## src/rtl/wb_pkg.sv

```systemverilog
// Shared definitions for the writeback stage: default widths and load funct3 encodings.
package wb_pkg;

  localparam int WB_ADDR_WIDTH = 5;
  localparam int WB_DATA_WIDTH = 32;

  localparam logic [2:0] F3_LB  = 3'b000;
  localparam logic [2:0] F3_LH  = 3'b001;
  localparam logic [2:0] F3_LW  = 3'b010;
  localparam logic [2:0] F3_LBU = 3'b100;
  localparam logic [2:0] F3_LHU = 3'b101;

  // True for the five load encodings the extension unit understands.
  function automatic logic f3_legal(input logic [2:0] f3);
    logic ok;
    case (f3)
      F3_LB, F3_LH, F3_LW, F3_LBU, F3_LHU: ok = 1'b1;
      default:                             ok = 1'b0;
    endcase
    return ok;
  endfunction

endpackage

```

## src/rtl/wb_fifo.sv

```systemverilog
// Small synchronous FIFO used as the writeback load queue.
// DEPTH must be a power of two (>=2) so the pointers wrap naturally.
module wb_fifo #(
  parameter int WIDTH = 37,
  parameter int DEPTH = 2
) (
  input  logic                     clk,
  input  logic                     rst_n,
  input  logic                     push,
  input  logic [WIDTH-1:0]         push_data,
  input  logic                     pop,
  output logic [WIDTH-1:0]         pop_data,
  output logic                     full,
  output logic                     empty,
  output logic [$clog2(DEPTH):0]   count
);

  localparam int PW = $clog2(DEPTH);

  logic [WIDTH-1:0] mem_r [DEPTH];
  logic [PW-1:0]    wr_ptr_r;
  logic [PW-1:0]    rd_ptr_r;
  logic [PW:0]      count_r;
  logic             do_push_s;
  logic             do_pop_s;

  assign full      = (count_r == (PW+1)'(DEPTH));
  assign empty     = (count_r == {(PW+1){1'b0}});
  assign count     = count_r;
  assign pop_data  = mem_r[rd_ptr_r];
  assign do_push_s = push & ~full;
  assign do_pop_s  = pop & ~empty;

  // Storage array: write the pushed entry at the write pointer.
  always_ff @(posedge clk or negedge rst_n) begin
    if (!rst_n) begin
      for (int i = 0; i < DEPTH; i++) begin
        mem_r[i] <= {WIDTH{1'b0}};
      end
    end else if (do_push_s) begin
      mem_r[wr_ptr_r] <= push_data;
    end
  end

  // Pointer and occupancy tracking; push+pop together leaves count unchanged.
  always_ff @(posedge clk or negedge rst_n) begin
    if (!rst_n) begin
      wr_ptr_r <= {PW{1'b0}};
      rd_ptr_r <= {PW{1'b0}};
      count_r  <= {(PW+1){1'b0}};
    end else begin
      if (do_push_s) begin
        wr_ptr_r <= wr_ptr_r + PW'(1'b1);
      end
      if (do_pop_s) begin
        rd_ptr_r <= rd_ptr_r + PW'(1'b1);
      end
      case ({do_push_s, do_pop_s})
        2'b10:   count_r <= count_r + (PW+1)'(1'b1);
        2'b01:   count_r <= count_r - (PW+1)'(1'b1);
        default: count_r <= count_r;
      endcase
    end
  end

endmodule

```

## src/rtl/wb_stage.sv

```systemverilog
// Writeback stage: buffers EX results (1-entry slot) and extended load data
// (FIFO), then issues at most one register-file write per cycle, loads first.
// Writes targeting x0 (or EX results with no rd write) are dropped at accept.
module wb_stage
  import wb_pkg::*;
#(
  parameter int ADDR_WIDTH = WB_ADDR_WIDTH,
  parameter int DATA_WIDTH = WB_DATA_WIDTH,
  parameter int LQ_DEPTH   = 2
) (
  input  logic                  clk,
  input  logic                  rst_n,
  input  logic                  ex_valid,
  output logic                  ex_ready,
  input  logic                  ex_wen,
  input  logic [ADDR_WIDTH-1:0] ex_rd,
  input  logic [DATA_WIDTH-1:0] ex_data,
  input  logic                  ld_valid,
  output logic                  ld_ready,
  input  logic [ADDR_WIDTH-1:0] ld_rd,
  input  logic [DATA_WIDTH-1:0] ld_rdata,
  input  logic [1:0]            ld_addr_lo,
  input  logic [2:0]            ld_funct3,
  output logic                  rf_wen,
  output logic [ADDR_WIDTH-1:0] rf_waddr,
  output logic [DATA_WIDTH-1:0] rf_wdata,
  output logic                  busy,
  output logic                  ld_err
);

  localparam int CW = $clog2(LQ_DEPTH) + 1;
  localparam int EW = ADDR_WIDTH + DATA_WIDTH;

  logic                  ex_slot_full_r;
  logic [ADDR_WIDTH-1:0] ex_rd_r;
  logic [DATA_WIDTH-1:0] ex_data_r;
  logic                  rf_wen_r;
  logic [ADDR_WIDTH-1:0] rf_waddr_r;
  logic [DATA_WIDTH-1:0] rf_wdata_r;
  logic                  ld_err_r;

  logic                  ld_accept_s;
  logic                  ex_accept_s;
  logic                  lq_push_s;
  logic                  ex_push_s;
  logic                  lq_pop_s;
  logic                  ex_pop_s;
  logic [7:0]            ld_byte_s;
  logic [15:0]           ld_half_s;
  logic [DATA_WIDTH-1:0] ld_ext_s;
  logic [EW-1:0]         lq_head_s;
  logic                  lq_full_s;
  logic                  lq_empty_s;
  logic [CW-1:0]         lq_count_s;

  // Ready depends only on buffer state so it never combinationally follows valid.
  assign ex_ready    = ~ex_slot_full_r;
  assign ld_ready    = ~lq_full_s;
  assign ld_accept_s = ld_valid & ld_ready;
  assign ex_accept_s = ex_valid & ex_ready;
  assign lq_push_s   = ld_accept_s & (ld_rd != {ADDR_WIDTH{1'b0}});
  assign ex_push_s   = ex_accept_s & ex_wen & (ex_rd != {ADDR_WIDTH{1'b0}});

  // Pick the byte/half addressed by the low offset bits, then extend per funct3.
  always_comb begin
    ld_byte_s = 8'h00;
    ld_half_s = 16'h0000;
    ld_ext_s  = ld_rdata;
    case (ld_addr_lo)
      2'd0:    ld_byte_s = ld_rdata[7:0];
      2'd1:    ld_byte_s = ld_rdata[15:8];
      2'd2:    ld_byte_s = ld_rdata[23:16];
      2'd3:    ld_byte_s = ld_rdata[31:24];
      default: ld_byte_s = ld_rdata[7:0];
    endcase
    if (ld_addr_lo[1]) begin
      ld_half_s = ld_rdata[31:16];
    end else begin
      ld_half_s = ld_rdata[15:0];
    end
    case (ld_funct3)
      F3_LB:   ld_ext_s = {{(DATA_WIDTH-8){ld_byte_s[7]}}, ld_byte_s};
      F3_LH:   ld_ext_s = {{(DATA_WIDTH-16){ld_half_s[15]}}, ld_half_s};
      F3_LW:   ld_ext_s = ld_rdata;
      F3_LBU:  ld_ext_s = {{(DATA_WIDTH-8){1'b0}}, ld_byte_s};
      F3_LHU:  ld_ext_s = {{(DATA_WIDTH-16){1'b0}}, ld_half_s};
      default: ld_ext_s = ld_rdata;
    endcase
  end

  // Writeback source select: load queue head has fixed priority over the EX slot.
  always_comb begin
    lq_pop_s = 1'b0;
    ex_pop_s = 1'b0;
    if (!lq_empty_s) begin
      lq_pop_s = 1'b1;
    end else if (ex_slot_full_r) begin
      ex_pop_s = 1'b1;
    end else begin
      lq_pop_s = 1'b0;
      ex_pop_s = 1'b0;
    end
  end

  wb_fifo #(
    .WIDTH (EW),
    .DEPTH (LQ_DEPTH)
  ) u_lq (
    .clk       (clk),
    .rst_n     (rst_n),
    .push      (lq_push_s),
    .push_data ({ld_rd, ld_ext_s}),
    .pop       (lq_pop_s),
    .pop_data  (lq_head_s),
    .full      (lq_full_s),
    .empty     (lq_empty_s),
    .count     (lq_count_s)
  );

  // EX holding slot: fill on an accepted writing result, drain when selected.
  always_ff @(posedge clk or negedge rst_n) begin
    if (!rst_n) begin
      ex_slot_full_r <= 1'b0;
      ex_rd_r        <= {ADDR_WIDTH{1'b0}};
      ex_data_r      <= {DATA_WIDTH{1'b0}};
    end else if (ex_push_s) begin
      ex_slot_full_r <= 1'b1;
      ex_rd_r        <= ex_rd;
      ex_data_r      <= ex_data;
    end else if (ex_pop_s) begin
      ex_slot_full_r <= 1'b0;
    end
  end

  // Register-file write port: one-cycle pulse, address/data hold when idle.
  always_ff @(posedge clk or negedge rst_n) begin
    if (!rst_n) begin
      rf_wen_r   <= 1'b0;
      rf_waddr_r <= {ADDR_WIDTH{1'b0}};
      rf_wdata_r <= {DATA_WIDTH{1'b0}};
    end else begin
      rf_wen_r <= lq_pop_s | ex_pop_s;
      if (lq_pop_s) begin
        {rf_waddr_r, rf_wdata_r} <= lq_head_s;
      end else if (ex_pop_s) begin
        rf_waddr_r <= ex_rd_r;
        rf_wdata_r <= ex_data_r;
      end
    end
  end

  // Sticky flag for any accepted load carrying an unsupported funct3.
  always_ff @(posedge clk or negedge rst_n) begin
    if (!rst_n) begin
      ld_err_r <= 1'b0;
    end else if (ld_accept_s && !f3_legal(ld_funct3)) begin
      ld_err_r <= 1'b1;
    end
  end

  assign rf_wen   = rf_wen_r;
  assign rf_waddr = rf_waddr_r;
  assign rf_wdata = rf_wdata_r;
  assign ld_err   = ld_err_r;
  assign busy     = (lq_count_s != {CW{1'b0}}) | ex_slot_full_r | rf_wen_r;

endmodule

```

## config.mk

```make
export PLATFORM = sky130hd
export DESIGN_NAME = wb_stage
export DESIGN_NICKNAME = d
export VERILOG_FILES = /design/src/rtl/wb_pkg.sv /design/src/rtl/wb_fifo.sv /design/src/rtl/wb_stage.sv
export SDC_FILE = /design/constraint.sdc
export NUM_CORES = 1
export LEC_CHECK = 0
export CAP_MARGIN = 20
export CORE_MARGIN = 2
export CORE_UTILIZATION = 54
export DETAILED_ROUTE_END_ITERATION = 7
export PLACE_DENSITY = 0.86
export SYNTH_ARGS = -nofsm -noshare
export SYNTH_HDL_FRONTEND = slang
export SYNTH_HIERARCHICAL = 1
export SYNTH_SLANG_ARGS = --single-unit
```

## constraint.sdc

```tcl
create_clock -name clk -period 5.2 [get_ports clk]
set_clock_uncertainty 0.1 [all_clocks]
set_input_delay 1.56 -clock clk [delete_from_list [all_inputs] [get_ports clk]]
set_output_delay 1.56 -clock clk [all_outputs]
set_load 0.1 [all_outputs]
```

# After elaboration in Yosys (flattened, before gate mapping)

Cells that the tools add are included.

Register bits after elaboration: 155

Magnitude comparators: 3
Mux-type cells: 20
Add/subtract/negate cells: 4
Eq/ne operators: 11
Bitwise logic cells: 15
Reductions and logical operators: 12

Operators with widths:

| kind                                           | number |
|---|---|
| two-way mux 37 bit                             | 4 |
| case mux 32 bit (4 select lines)               | 1 |
| bitwise mux 74 bit                             | 1 |
| two-way mux 32 bit                             | 2 |
| demux 37 bit (select 1 bit)                    | 1 |
| case mux 8 bit (4 select lines)                | 1 |
| two-way mux 16 bit                             | 1 |
| two-way mux 5 bit                              | 2 |
| nonzero test 5 bit                             | 2 |
| == test 2 bit (second input constant)          | 4 |
| AND 1 bit                                      | 7 |
| == test 3 bit (second input constant)          | 2 |
| two-way mux 1 bit                              | 6 |
| nonzero test 2 bit                             | 3 |
| OR reduction 5 bit                             | 1 |
| == test 2 x 1 -> 1 bit (second input constant) | 2 |
| >= comparator 2 bit (second input constant)    | 2 |
| zero test 2 bit                                | 2 |
| inverter 1 -> 2 bit                            | 2 |
| case mux 2 bit (2 select lines)                | 1 |
| == test 3 x 1 -> 1 bit (second input constant) | 1 |
| == test 3 x 2 -> 1 bit (second input constant) | 1 |
| zero test 3 bit                                | 1 |
| inverter 1 bit                                 | 3 |
| other kinds (8)                                | 12 |

# Logic depth before layout (Yosys ltp)

Depth after elaboration: 7
Depth in mapped cells: 10
Gate-level depth less buffers: 9

# Modules after synthesis

Netlist, hierarchy kept.

By module, submodules not included:

| module   | seq. area each (um^2) | cells an instance | area each (um^2) | instances |
|---|---|---|---|---|
| wb_stage | 1926.8                | 380               | 3849.9           | 1 |
| wb_fifo  | 1951.9                | 215               | 3597.2           | 1 |

# Worst setup path after synthesis

No wires, ideal clock.

Kind: register to output
Start point: register rf_wen_r, in the netlist rf_wen
End point: output port busy
Stages on the path, launching flop included: 2
Arrival: 1.709 ns
Slack: 1.831 ns
Cells stage by stage: dfrtp_1 -> or4_1

Cells in the longest elaborated chain, start to end: 1

RTL lines:

| item                   | line            | text |
|---|---|---|
| start, declared        | wb_stage.sv:37  | `logic rf_wen_r;` |
| start signal, assigned | wb_stage.sv:142 | `rf_wen_r <= lq_pop_s \| ex_pop_s;` |
| OR 1 bit               | wb_stage.sv:165 | `assign busy = (lq_count_s != {CW{1'b0}}) \| ex_slot_full_r \| rf_wen_r;` |
| end, declared          | wb_stage.sv:27  | `output logic busy,` |

No other way between the ends.

# Final worst setup path

Start point: register ex_slot_full_r
End point: output port ex_ready

Cells in the longest elaborated chain, start to end: 1

RTL lines:

| item                   | line            | text |
|---|---|---|
| start, declared        | wb_stage.sv:34  | `logic ex_slot_full_r;` |
| start signal, assigned | wb_stage.sv:123 | `ex_slot_full_r <= 1'b0;` |
| start signal, assigned | wb_stage.sv:127 | `ex_slot_full_r <= 1'b1;` |
| start signal, assigned | wb_stage.sv:131 | `ex_slot_full_r <= 1'b0;` |
| inverter 1 bit         | wb_stage.sv:57  | `assign ex_ready = ~ex_slot_full_r;` |
| end, declared          | wb_stage.sv:14  | `output logic ex_ready,` |

No other way between the ends.

==> flow_summary.ini <==
[outcome]
status = finished, final reports clean

[job]
drv_cap = 0

[timing]
rsz0062_at_grt = no
fmax_mhz = 226.0
worst_slack_ns = 0.7746
min_period_ns = 4.425
hold_viol = 0
hold_ws_ns = 0.3760
slew_violations = 0
setup_viol = 0
maxSlewHeadroom_pct = 30.28
finalSetupTns_ns = 0
tightest_slew_ns = 1.046
fin_crit_sh_pct = 85.10

[finish]
drive_above_1_share_pct = 24.38
multi_input_area_mm2 = 0.003292
antenna_cells = 0
fillerInstances = 925
regArea_mm2 = 0.003880
area_delta_synth_final_pct = 25.66
finalNetCount = 796

[logic_synthesis]
synth_top_area_share_pct = 52.08
synth_largest_area_cell = dfrtp_1
synth_nets = 680
yosysWarnings = 6
ys_top_cells_by_area = dfrtp_1 (52%), mux2_2 (13%), mux2_4 (8.1%), mux2i_1 (5.2%), nand2_1 (3.2%)
synth_cell_types = 43
synth_cells = 595
syn_area_mm2 = 0.007447
yosysSeqAreaShare_pct = 52.08
synth_area_per_cell_um2 = 12.52
synth-seq-cells = 155

[power_and_ir_drop]
power.total_mw = 6.858
powerDensity_mw_per_mm2 = 732.9
worst_ir_drop_vdd_mv = 0.4790
p_leak_nw = 4.197
power.share.clock_pct = 17.6
seqPwrFrac_pct = 32.2
swShare_pct = 42.68
comb_power_share_pct = 50.2
p_sw_mw = 2.927
internal_power_mw = 3.931

[grt]
grt_pass1_vias = 5278
grt_start_max_net_pins = 127
track_usage_pct = 23.58
overflow = 0
antenna_found_initial = 0
grt_pass1_wl_mm = 26.77

[worst_setup_path]
cp-startpoint = ex_slot_full_r
cp-start-kind = flop
r2r_cells = 6
worstSetupPathType = reg -> out
worstPathRequired_ns = 3.54
worstReg2RegEnd = ex_data_r[20]
setup.worst_path.end_class = primary output
cp.arrival_ns = 2.77
critical_path.max_fanout = 23
r2r-start = ex_slot_full_r
r2r_slack_ns = 2.44
endpoint = ex_ready

[floorplanning]
die_h_um = 121.4
ios = 126
row_count = 42
core_mm2 = 0.01335
die_w_um = 121.4
initial_utilization_pct = 55.79
die_area_mm2 = 0.01475

[route]
ant_nets = 0
drt-total-wl_mm = 16.54
drt-pass1-iter-count = 4
drt_iter0_markers = 398
viasPerCell = 5.568
dr_total_vias = 5000
drc = 0
wl_per_cell_um = 18.42

[place]
portBuffers = 125
place_hpwl_mm = 11.29
place_ws_ns = 1.201
place_congestion = 0.8795

[min_path]
hold_path_class = reg -> reg

[clocking]
clkLatencyLatePin_ns = 0.42
cts_resized = 0
cts_buffer_depth = 2
post_cts.repair.setup_buffers = 0
hold_buffers = 0
cts_num_sinks = 155
cts_tree = yes
cts_made_buffers = 17
clk_pin_slew_ns = 0.06
root_buffer = clkbuf_16
htree_num_levels = 4
layout by cell type (no fill, tap or decap), types with 17 or more instances in the layout:
master,instances
dfrtp_1,154
clkdlybuf4s50_1,124
mux2_2,89
nand2_1,64
nor2_1,43
mux2_4,40
mux2i_1,39
a21oi_1,39
mux2_1,17
clkbuf_16,17
synthesized netlist by cell type:
master / n
dfrtp_1: 155
mux2_2: 89
nand2_1: 64
nor2_1: 44
mux2_4: 40
a21oi_1: 39
mux2i_1: 39
clkbuf_1: 17
mux2_1: 17
buf_2: 8
buf_6: 8
a221o_1: 7
a22oi_1: 7
inv_1: 7
nand2b_1: 7
nor2b_1: 4
o21ai_0: 4
o21ai_1: 4
buf_12: 3
xnor2_1: 3
a22o_1: 2
and3_1: 2
buf_1: 2
o22a_1: 2
or4_1: 2
xor2_1: 2
a211o_1: 1
a21o_1: 1
a31oi_1: 1
and3b_1: 1
buf_4: 1
ha_1: 1
inv_2: 1
mux4_2: 1
nand2b_4: 1
nor3_1: 1
nor3b_1: 1
nor3b_2: 1
o2111ai_1: 1
o21ai_2: 1
o21bai_1: 1
o311a_1: 1
or3_1: 1
through the flow:
step | area (um2) | std cells | util [%]
after global placement | 8750 | 867 | 65.55
after CTS | 9330 | 897 | 69.90
after detailed placement | 8750 | 867 | 65.55
after floorplan | 7447 | 595 | -
final | 9358 | 898 | 70.11
after global routing | 9358 | 898 | 70.11
power groups by stage:
stage	Clock, mW	Sequential [mW]	Combinational, mW
after CTS	1.23	2.21	3.46
after floorplan	0	3.15	1.74
final	1.21	2.21	3.44
after detailed placement	0	2.22	3.44
after global routing	1.28	2.29	3.64
after global placement	0	2.18	3.36
final cells by class:
class	count	share of cell area (%)
clock buffer	24	5.255
clock inverter	6	0.9493
inverter	8	0.3209
multi-input combinational	393	35.18
sequential	155	41.46
tap	176	2.353
timing repair buffer	136	14.48
worst max-delay path, stage by stage (launching register included):
cell             delay (ns)
dfrtp_2                0.69
buf_4                  0.47
inv_1                  0.17
clkdlybuf4s50_1        1.00
per-layer routing:
layer / wire [um] / share of wire, % / global-route usage (%)
met1: 7301 / 44 / 31.91
met2: 7773 / 47 / 36.62
met3: 1014 / 6.1 / 6.203
met4: 451 / 2.7 / 9.052
met5: 0 / 0 / 0
cell families after synthesis:
logic type                 share of synthesized area (%)
AOI/OAI and AO/OA                                  6.049
buffers and inverters                              4.016
and+or+nand+nor                                    7.460
DFF                                                52.08
xor gates and xnor gates                          0.5881
muxes                                              29.64
adders and majority gates                         0.1680
flip-flops by register name (all words and copies together) (netlist names):
signal	flops
u_lq/wr_ptr_r	1
u_lq/mem_r	74
rf_wdata	32
u_lq/count	2
ld_err	1
rf_waddr	5
ex_slot_full_r	1
ex_data_r	32
rf_wen	1
ex_rd_r	5
u_lq/rd_ptr_r	1
worst min path at each step:
| stage | slack, ns | endpoint | cells after the start | startpoint |
|---|---|---|---|---|
| 2_1_floorplan | 0.36 | ex_data_r[18] | 1 | ex_data_r[18] |
| 3_3_place_gp | 0.36 | ld_err | 1 | ld_err |
| 3_5_place_dp | 0.36 | ld_err | 1 | ld_err |
| 4_1_cts | 0.38 | ld_err | 1 | ld_err |
| 5_1_grt | 0.40 | ld_err | 1 | ld_err |
| 6_report | 0.38 | ld_err | 1 | ld_err |
Power figures use the tool's default switching activity.
